File: src/rtl/hazard_controller_pkg.sv
`default_nettype none
// +----------------------------------------------------------------------------+
// | Module   : hazard_controller_pkg                                           |
// | Purpose  : Shared types and constants for the pipeline hazard unit.        |
// |            hazard_cause_t names the cause that wins the priority encode.   |
// | Contents : hazard_cause_t, RESET_FLUSH_CYCLES_DEFAULT, stage indices        |
// | Revision : 1.0  initial release                                            |
// +----------------------------------------------------------------------------+
package hazard_controller_pkg;

   typedef enum logic [2:0] {
      HC_NONE = 3'd0,
      HC_IC   = 3'd1,
      HC_DS   = 3'd2,
      HC_BR   = 3'd3,
      HC_DC   = 3'd4
   } hazard_cause_t;

   localparam int RESET_FLUSH_CYCLES_DEFAULT = 2;

   // Bit positions of each pipeline register in the internal stall/flush vectors
   localparam int ST_PC  = 0;
   localparam int ST_I2D = 1;
   localparam int ST_D2E = 2;
   localparam int ST_E2M = 3;
   localparam int ST_M2W = 4;

endpackage
`default_nettype wire

File: src/rtl/hazard_controller_if.sv
`default_nettype none
// +----------------------------------------------------------------------------+
// | Interface : hazard_controller_if                                           |
// | Purpose   : Hold/bubble control for one pipeline register.                 |
// | Ports     : stall - register keeps its current contents                    |
// |             flush - register loads a bubble                                |
// |             master modport drives, slave modport (stage register) reads    |
// | Revision  : 1.0  initial release                                           |
// +----------------------------------------------------------------------------+
interface hazard_controller_if;
   logic stall;
   logic flush;

   modport master (output stall, output flush);
   modport slave  (input  stall, input  flush);
endinterface
`default_nettype wire

File: src/rtl/hazard_controller_sat_counter.sv
`default_nettype none
// +----------------------------------------------------------------------------+
// | Module   : hazard_controller_sat_counter                                   |
// | Purpose  : Saturating event counter; sticks at all-ones, never wraps.      |
// | Ports    : clk, rst_n (async active-low), inc (count this cycle),          |
// |            clr (zero next edge, beats inc), value (current count)          |
// | Revision : 1.0  initial release                                            |
// +----------------------------------------------------------------------------+
module hazard_controller_sat_counter #(
   parameter int CNT_W = 32
) (
   input  wire logic             clk,
   input  wire logic             rst_n,
   input  wire logic             inc,
   input  wire logic             clr,
   output logic      [CNT_W-1:0] value
);

   always_ff @(posedge clk or negedge rst_n) begin
      if (!rst_n) begin
         value <= '0;
      end else if (clr) begin
         value <= '0;
      end else if (inc && (value != '1)) begin
         value <= value + CNT_W'(1);
      end
   end

endmodule
`default_nettype wire

File: src/rtl/hazard_controller.sv
`default_nettype none
// +----------------------------------------------------------------------------+
// | Module   : hazard_controller                                               |
// | Purpose  : Central hazard unit. Priority-encodes i-cache miss, load-use,   |
// |            branch mispredict and d-cache miss into stall/flush for every   |
// |            pipeline register, keeps a redirect that arrives while the PC   |
// |            is stalled, sequences a post-reset flush window and counts      |
// |            each hazard cause.                                              |
// | Ports    : clk, rst_n (async active-low)                                   |
// |            ic_miss, ds_miss, ex_mispredict, ex_redirect_pc, dc_miss        |
// |            ctr_clear                                                       |
// |            pc/i2d/d2e/e2m/m2w_ctl : stall/flush interface per stage        |
// |            pc_redirect_valid, pc_redirect : PC load request                |
// |            cnt_ic, cnt_ds, cnt_dc, cnt_br : saturating cause counters      |
// | Revision : 1.0  initial release                                            |
// +----------------------------------------------------------------------------+
module hazard_controller
   import hazard_controller_pkg::*;
#(
   parameter int RESET_FLUSH_CYCLES = RESET_FLUSH_CYCLES_DEFAULT,
   parameter int CNT_W              = 32,
   parameter int ADDR_W             = 32
) (
   input  wire logic              clk,
   input  wire logic              rst_n,
   input  wire logic              ic_miss,
   input  wire logic              ds_miss,
   input  wire logic              ex_mispredict,
   input  wire logic [ADDR_W-1:0] ex_redirect_pc,
   input  wire logic              dc_miss,
   input  wire logic              ctr_clear,
   hazard_controller_if.master    pc_ctl,
   hazard_controller_if.master    i2d_ctl,
   hazard_controller_if.master    d2e_ctl,
   hazard_controller_if.master    e2m_ctl,
   hazard_controller_if.master    m2w_ctl,
   output logic                   pc_redirect_valid,
   output logic      [ADDR_W-1:0] pc_redirect,
   output logic      [CNT_W-1:0]  cnt_ic,
   output logic      [CNT_W-1:0]  cnt_ds,
   output logic      [CNT_W-1:0]  cnt_dc,
   output logic      [CNT_W-1:0]  cnt_br
);

   localparam int INIT_W = (RESET_FLUSH_CYCLES > 0) ? $clog2(RESET_FLUSH_CYCLES + 1) : 1;

   logic [INIT_W-1:0] init_cnt;
   logic              redir_pending;
   logic [ADDR_W-1:0] redir_target;
   logic              startup;
   logic              redirect;
   hazard_cause_t     cause;
   logic [4:0]        stall;
   logic [4:0]        flush;

   // Reset is folded in combinationally so the flush pattern is present while
   // rst_n is low, even for a zero-length startup window.
   assign startup  = !rst_n || (init_cnt != '0);
   assign redirect = ex_mispredict || redir_pending;

   // Priority: dc_miss > redirect > ds_miss > ic_miss
   always_comb begin
      cause = HC_NONE;
      if (dc_miss)       cause = HC_DC;
      else if (redirect) cause = HC_BR;
      else if (ds_miss)  cause = HC_DS;
      else if (ic_miss)  cause = HC_IC;
   end

   always_comb begin
      stall             = '0;
      flush             = '0;
      pc_redirect_valid = 1'b0;
      pc_redirect       = '0;
      if (startup) begin
         // Whole pipe is bubbled while the PC holds its reset vector.
         stall[ST_PC] = 1'b1;
         flush        = '1;
      end else begin
         unique case (cause)
            HC_DC: begin
               // Everything up to MEM holds; EX re-presents any mispredict.
               stall[ST_PC]  = 1'b1;
               stall[ST_I2D] = 1'b1;
               stall[ST_D2E] = 1'b1;
               stall[ST_E2M] = 1'b1;
               flush[ST_M2W] = 1'b1;
            end
            HC_BR: begin
               flush[ST_I2D] = 1'b1;
               flush[ST_D2E] = 1'b1;
               if (ic_miss) begin
                  // Fetch is busy; the target waits in redir_target.
                  stall[ST_PC] = 1'b1;
               end else begin
                  pc_redirect_valid = 1'b1;
                  pc_redirect       = redir_pending ? redir_target : ex_redirect_pc;
               end
            end
            HC_DS: begin
               stall[ST_PC]  = 1'b1;
               stall[ST_I2D] = 1'b1;
               flush[ST_D2E] = 1'b1;
            end
            HC_IC: begin
               stall[ST_PC]  = 1'b1;
               flush[ST_I2D] = 1'b1;
            end
            default: ;
         endcase
         // A held register must never also be bubbled.
         flush = flush & ~stall;
      end
   end

   always_ff @(posedge clk or negedge rst_n) begin
      if (!rst_n) begin
         init_cnt      <= INIT_W'(RESET_FLUSH_CYCLES);
         redir_pending <= 1'b0;
         redir_target  <= '0;
      end else if (init_cnt != '0) begin
         init_cnt <= init_cnt - INIT_W'(1);
      end else if (!dc_miss && redirect) begin
         if (!ic_miss) begin
            redir_pending <= 1'b0;
         end else if (ex_mispredict) begin
            // A later mispredict overwrites; d2e flushing makes that unreachable.
            redir_pending <= 1'b1;
            redir_target  <= ex_redirect_pc;
         end
      end
   end

   assign pc_ctl.stall  = stall[ST_PC];
   assign pc_ctl.flush  = flush[ST_PC];
   assign i2d_ctl.stall = stall[ST_I2D];
   assign i2d_ctl.flush = flush[ST_I2D];
   assign d2e_ctl.stall = stall[ST_D2E];
   assign d2e_ctl.flush = flush[ST_D2E];
   assign e2m_ctl.stall = stall[ST_E2M];
   assign e2m_ctl.flush = flush[ST_E2M];
   assign m2w_ctl.stall = stall[ST_M2W];
   assign m2w_ctl.flush = flush[ST_M2W];

   logic inc_ic, inc_ds, inc_dc, inc_br;
   assign inc_ic = !startup && ic_miss;
   assign inc_ds = !startup && (cause == HC_DS);
   assign inc_dc = !startup && dc_miss;
   assign inc_br = !startup && ex_mispredict && !dc_miss;

   hazard_controller_sat_counter #(.CNT_W(CNT_W)) u_cnt_ic (
      .clk(clk), .rst_n(rst_n), .inc(inc_ic), .clr(ctr_clear), .value(cnt_ic));
   hazard_controller_sat_counter #(.CNT_W(CNT_W)) u_cnt_ds (
      .clk(clk), .rst_n(rst_n), .inc(inc_ds), .clr(ctr_clear), .value(cnt_ds));
   hazard_controller_sat_counter #(.CNT_W(CNT_W)) u_cnt_dc (
      .clk(clk), .rst_n(rst_n), .inc(inc_dc), .clr(ctr_clear), .value(cnt_dc));
   hazard_controller_sat_counter #(.CNT_W(CNT_W)) u_cnt_br (
      .clk(clk), .rst_n(rst_n), .inc(inc_br), .clr(ctr_clear), .value(cnt_br));

endmodule
`default_nettype wire
File: src/flat_wrapper.sv
// flat-port wrapper written by rule: the top's interface ports become plain ports
module hazard_controller_flat import hazard_controller_pkg::*;
#(
   parameter int RESET_FLUSH_CYCLES = RESET_FLUSH_CYCLES_DEFAULT,
   parameter int CNT_W              = 32,
   parameter int ADDR_W             = 32
)
  (clk, rst_n, ic_miss, ds_miss, ex_mispredict, ex_redirect_pc, dc_miss, ctr_clear, pc_redirect_valid, pc_redirect, cnt_ic, cnt_ds, cnt_dc, cnt_br, pc_ctl_stall, pc_ctl_flush, i2d_ctl_stall, i2d_ctl_flush, d2e_ctl_stall, d2e_ctl_flush, e2m_ctl_stall, e2m_ctl_flush, m2w_ctl_stall, m2w_ctl_flush);
  hazard_controller_if pc_ctl_i ();
  hazard_controller_if i2d_ctl_i ();
  hazard_controller_if d2e_ctl_i ();
  hazard_controller_if e2m_ctl_i ();
  hazard_controller_if m2w_ctl_i ();
  input  wire logic clk;
  input  wire logic rst_n;
  input  wire logic ic_miss;
  input  wire logic ds_miss;
  input  wire logic ex_mispredict;
  input  wire logic [ADDR_W-1:0] ex_redirect_pc;
  input  wire logic dc_miss;
  input  wire logic ctr_clear;
  output logic pc_redirect_valid;
  output logic      [ADDR_W-1:0] pc_redirect;
  output logic      [CNT_W-1:0] cnt_ic;
  output logic      [CNT_W-1:0] cnt_ds;
  output logic      [CNT_W-1:0] cnt_dc;
  output logic      [CNT_W-1:0] cnt_br;
  output wire logic [$bits(pc_ctl_i.stall)-1:0] pc_ctl_stall;
  output wire logic [$bits(pc_ctl_i.flush)-1:0] pc_ctl_flush;
  output wire logic [$bits(i2d_ctl_i.stall)-1:0] i2d_ctl_stall;
  output wire logic [$bits(i2d_ctl_i.flush)-1:0] i2d_ctl_flush;
  output wire logic [$bits(d2e_ctl_i.stall)-1:0] d2e_ctl_stall;
  output wire logic [$bits(d2e_ctl_i.flush)-1:0] d2e_ctl_flush;
  output wire logic [$bits(e2m_ctl_i.stall)-1:0] e2m_ctl_stall;
  output wire logic [$bits(e2m_ctl_i.flush)-1:0] e2m_ctl_flush;
  output wire logic [$bits(m2w_ctl_i.stall)-1:0] m2w_ctl_stall;
  output wire logic [$bits(m2w_ctl_i.flush)-1:0] m2w_ctl_flush;
  assign pc_ctl_stall = pc_ctl_i.stall;
  assign pc_ctl_flush = pc_ctl_i.flush;
  assign i2d_ctl_stall = i2d_ctl_i.stall;
  assign i2d_ctl_flush = i2d_ctl_i.flush;
  assign d2e_ctl_stall = d2e_ctl_i.stall;
  assign d2e_ctl_flush = d2e_ctl_i.flush;
  assign e2m_ctl_stall = e2m_ctl_i.stall;
  assign e2m_ctl_flush = e2m_ctl_i.flush;
  assign m2w_ctl_stall = m2w_ctl_i.stall;
  assign m2w_ctl_flush = m2w_ctl_i.flush;
  hazard_controller #(.RESET_FLUSH_CYCLES(RESET_FLUSH_CYCLES), .CNT_W(CNT_W), .ADDR_W(ADDR_W)) u_core (.clk(clk), .rst_n(rst_n), .ic_miss(ic_miss), .ds_miss(ds_miss), .ex_mispredict(ex_mispredict), .ex_redirect_pc(ex_redirect_pc), .dc_miss(dc_miss), .ctr_clear(ctr_clear), .pc_ctl(pc_ctl_i), .i2d_ctl(i2d_ctl_i), .d2e_ctl(d2e_ctl_i), .e2m_ctl(e2m_ctl_i), .m2w_ctl(m2w_ctl_i), .pc_redirect_valid(pc_redirect_valid), .pc_redirect(pc_redirect), .cnt_ic(cnt_ic), .cnt_ds(cnt_ds), .cnt_dc(cnt_dc), .cnt_br(cnt_br));
endmodule
File: config.mk
export PLATFORM = sky130hd
export DESIGN_NAME = hazard_controller_flat
export DESIGN_NICKNAME = d
export VERILOG_FILES = /design/src/rtl/hazard_controller_pkg.sv /design/src/rtl/hazard_controller_if.sv /design/src/rtl/hazard_controller_sat_counter.sv /design/src/rtl/hazard_controller.sv /design/src/flat_wrapper.sv
export SDC_FILE = /design/constraint.sdc
export NUM_CORES = 1
export LEC_CHECK = 0
export ABC_AREA = 1
export ABC_CLOCK_PERIOD_IN_PS = 6530
export BUFFER_PORTS_ARGS = -buffer_cell sky130_fd_sc_hd__clkbuf_2
export CAP_MARGIN = 0
export CORE_UTILIZATION = 59
export CTS_BUF_LIST = sky130_fd_sc_hd__clkbuf_4
export DETAILED_ROUTE_END_ITERATION = 10
export PLACE_DENSITY_LB_ADDON = 0.12
export SLEW_MARGIN = 40
export SYNTH_ARGS = -nofsm -noshare
export SYNTH_HDL_FRONTEND = slang
export SYNTH_HIERARCHICAL = 1
export SYNTH_SLANG_ARGS = --single-unit
File: constraint.sdc
create_clock -name clk -period 6.53 [get_ports clk]
set_clock_uncertainty 0.15 [all_clocks]
set_input_delay 0 -clock clk [delete_from_list [all_inputs] [get_ports clk]]
set_output_delay 0 -clock clk [all_outputs]
set_load 0.01 [all_outputs]
==> results_dict.tcl <==
set metrics [dict create \
    wirelength_mm 33.0 \
    reg2reg_slack_ns 3.56 \
    place.gp.congestion 0.924 \
    syn_avg_cell_area_sq_um 6.63 \
    dpl.hpwl_mm 21.8 \
    ff2ff_path_depth 12 \
    worst_slew_pin_slew_ns 0.837 \
    min-delay-start "ctr_clear" \
    dp_slack_ns 3.93 \
    p_total_uw 2040 \
    ys_warn_count 6 \
    syn_nets 1717 \
    status "complete, but fails checks" \
    cp_max_fo 23 \
    synth_edf_count 0 \
    max_slew_margin 0.441 \
    initial_utilization 0.609 \
    rsz0062_at_grt "false" \
    period_needed_ns 2.97 \
    ir_drop_mv 0.114 \
    multi_input_area_sq_um 6120 \
    drtIter0Drc 1326 \
    critical_path_class "flip-flop to flip-flop" \
    min_to "u_core/u_cnt_ic/value[19]" \
    synth_cells 1673 \
    synthArstFlopShare 1.00 \
    vias 12100 \
    syn_area_sq_um 11100 \
    start_kind "flip-flop" \
    io_buffers 208 \
    cts_max_level 4 \
    drive_gt1_frac 0.167 \
    cts.sinks 163 \
    wl_per_cell_um 15.2 \
    rows 49 \
    grt_pass1_vias 10700 \
    crit_arrival_ns 3.29 \
    ys.flop_type "dfrtp_1" \
    dieArea_sq_um 19300 \
    area_delta_synth_final_pct 18.9 \
    seq_area_sq_um 4080 \
    nNetsFinal 1969 \
    postCtsSetupRepairBufs 0 \
    worst_slack_ns 3.56 \
    hold_depth 5 \
    clock.fmax_mhz 337 \
    period_share 0.455 \
    cp.required_ns 6.85 \
    grt_use_total 0.341 \
    synth_area_leaders "dfrtp_1, nand2_1, nor2_1" \
    die_w_um 139 \
    die_h_um 139 \
    cts_buffers 17 \
    clockBufferDepth 2 \
    core_area_sq_um 18200 \
    fin_setup_tns_ns 0 \
    firstDrtPassIters 9 \
    violations "DRC" \
    vias_per_cell 5.59 \
    synth_cell_types 32 \
    grt_pass1_wl_mm 53.4 \
    holdCritPathClass "input port to flip-flop" \
    postRouteAntennaNets 0 \
    clk_latency_ns 0.57 \
    setup_violations 0 \
    power_density_nw_per_um2 155 \
    r2r-start "u_core/init_cnt[0]" \
    antenna_found_initial 1 \
    grt_start_max_net_pins 73 \
    ys_seq_area_frac 0.368 \
    io_pins 210 \
    maxSlewViolCount 0 \
    p_leak_uw 0.00650 \
    synth_seq_cells 163 \
    fillers 1531 \
    grt-ovfl-total 0 \
    end_kind "flip-flop" \
    utilization 0.724 \
    cts_root_buf "clkbuf_4" \
    synth_top_area_frac 0.366 \
    cap_violations 0 \
    hold_ws_ns 0.329 \
    drc 9 \
    clk_pin_slew_ns 0.15 \
    r2r-end "u_core/u_cnt_br/value[12]" \
    cts_tree "yes" \
    yosys.area.top_type "dfrtp_1" \
    hold_viol_final 0 \
]
==> Yosys cell counts (5+ instances only) <==
library cell,instances
inv_1,131
nand3_1,174
ha_1,5
nor2_2,12
buf_2,15
inv_2,7
nor2_1,247
nand2_2,18
xnor2_1,17
nand2_1,641
dfrtp_1,162
clkbuf_1,13
nand4_1,32
a21oi_1,16
nand2_4,13
o21ai_1,40
o21ai_0,21
a21boi_0,32
buf_6,17
xor2_1,18
nor2_4,11
==> kinds of logic after synthesis <==
| logic type | synth area share |
|---|---|
| simple gates | 0.458 |
| other cells | 0.000338 |
| buf+inv | 0.0815 |
| compound gates | 0.0591 |
| flops | 0.368 |
| xor+xnor | 0.0276 |
| fa+ha+maj | 0.00564 |
==> where the power goes <==
| group | internal (uW) | total [uW] | switching (uW) |
|---|---|---|---|
| clock | 345 | 717 | 372 |
| sequential | 1040 | 1070 | 23.9 |
| combinational | 83.3 | 257 | 174 |
| total | 1470 | 2040 | 570 |
==> worst max-delay path by stage <==
stage                            start                        end  cells past startpoint
floorplan           u_core/init_cnt[0]  u_core/u_cnt_br/value[25]                     11
global placement    u_core/init_cnt[0]  u_core/u_cnt_br/value[25]                     10
detailed placement  u_core/init_cnt[0]   u_core/u_cnt_br/value[0]                     10
CTS                 u_core/init_cnt[0]   u_core/u_cnt_br/value[2]                     12
global route        u_core/init_cnt[0]  u_core/u_cnt_br/value[25]                     12
finish              u_core/init_cnt[0]  u_core/u_cnt_br/value[12]                     12
==> state kept, by name, indices dropped and copies added (netlist names) <==
name,count
u_core/redir_target,32
u_core/init_cnt,2
u_core/u_cnt_ds/value,32
u_core/redir_pending,1
u_core/u_cnt_ic/value,32
u_core/u_cnt_br/value,32
u_core/u_cnt_dc/value,32
==> critical path, cell delays in order, from the launching register on <==
cell and delay (ns):
dfrtp_1 0.41, inv_1 0.06, ha_1 0.27, nand2_2 0.14
inv_1 0.16, nand2_1 0.08, nor2_1 0.12, dlygate4sd3_1 0.67
nand2_8 0.10, nand2_4 0.25, clkinv_4 0.27, nand2_1 0.14
nand2_1 0.06
==> through the flow <==
stage / instances / cell area, sq um
after global placement: 2061 / 12100
after global routing: 2167 / 13200
after floorplan: 1673 / 11100
after CTS: 2166 / 13200
after detailed placement: 2061 / 12100
final: 2167 / 13200
==> repair_timing <==
item	4_1_cts	5_1_grt
hold endpoints to repair	262	0
gates resized for setup	0	0
hold buffers	74	0
==> final cells by class <==
class	count	share of cell area
Antenna cell	1	0.000190
Clock buffer	19	0.0108
Clock inverter	12	0.0142
Inverter	139	0.0400
Multi-Input combinational cell	1318	0.464
Sequential cell	163	0.310
Tap cell	229	0.0217
Timing Repair Buffer	286	0.139
==> cells in the final DEF, fill, tap and decap left out, drive strengths merged, types with 6 or more instances in the layout <==
master / instances
dlygate4sd3: 73
nand2: 676
dfrtp: 162
nand4: 32
xor2: 18
o21ai: 61
nor2: 274
buf: 6
a21boi: 32
a21oi: 16
clkbuf: 226
inv: 136
nand3: 174
clkinv: 10
xnor2: 17
==> per-layer routing <==
metal	vias to the layer above	wire length, um	GRT usage
li1	5779	-	-
met1	5575	13800	0.464
met2	666	15500	0.550
met3	84	2810	0.0539
met4	0	937	0.129
met5	-	0	0
Power figures use the tool's default switching activity.
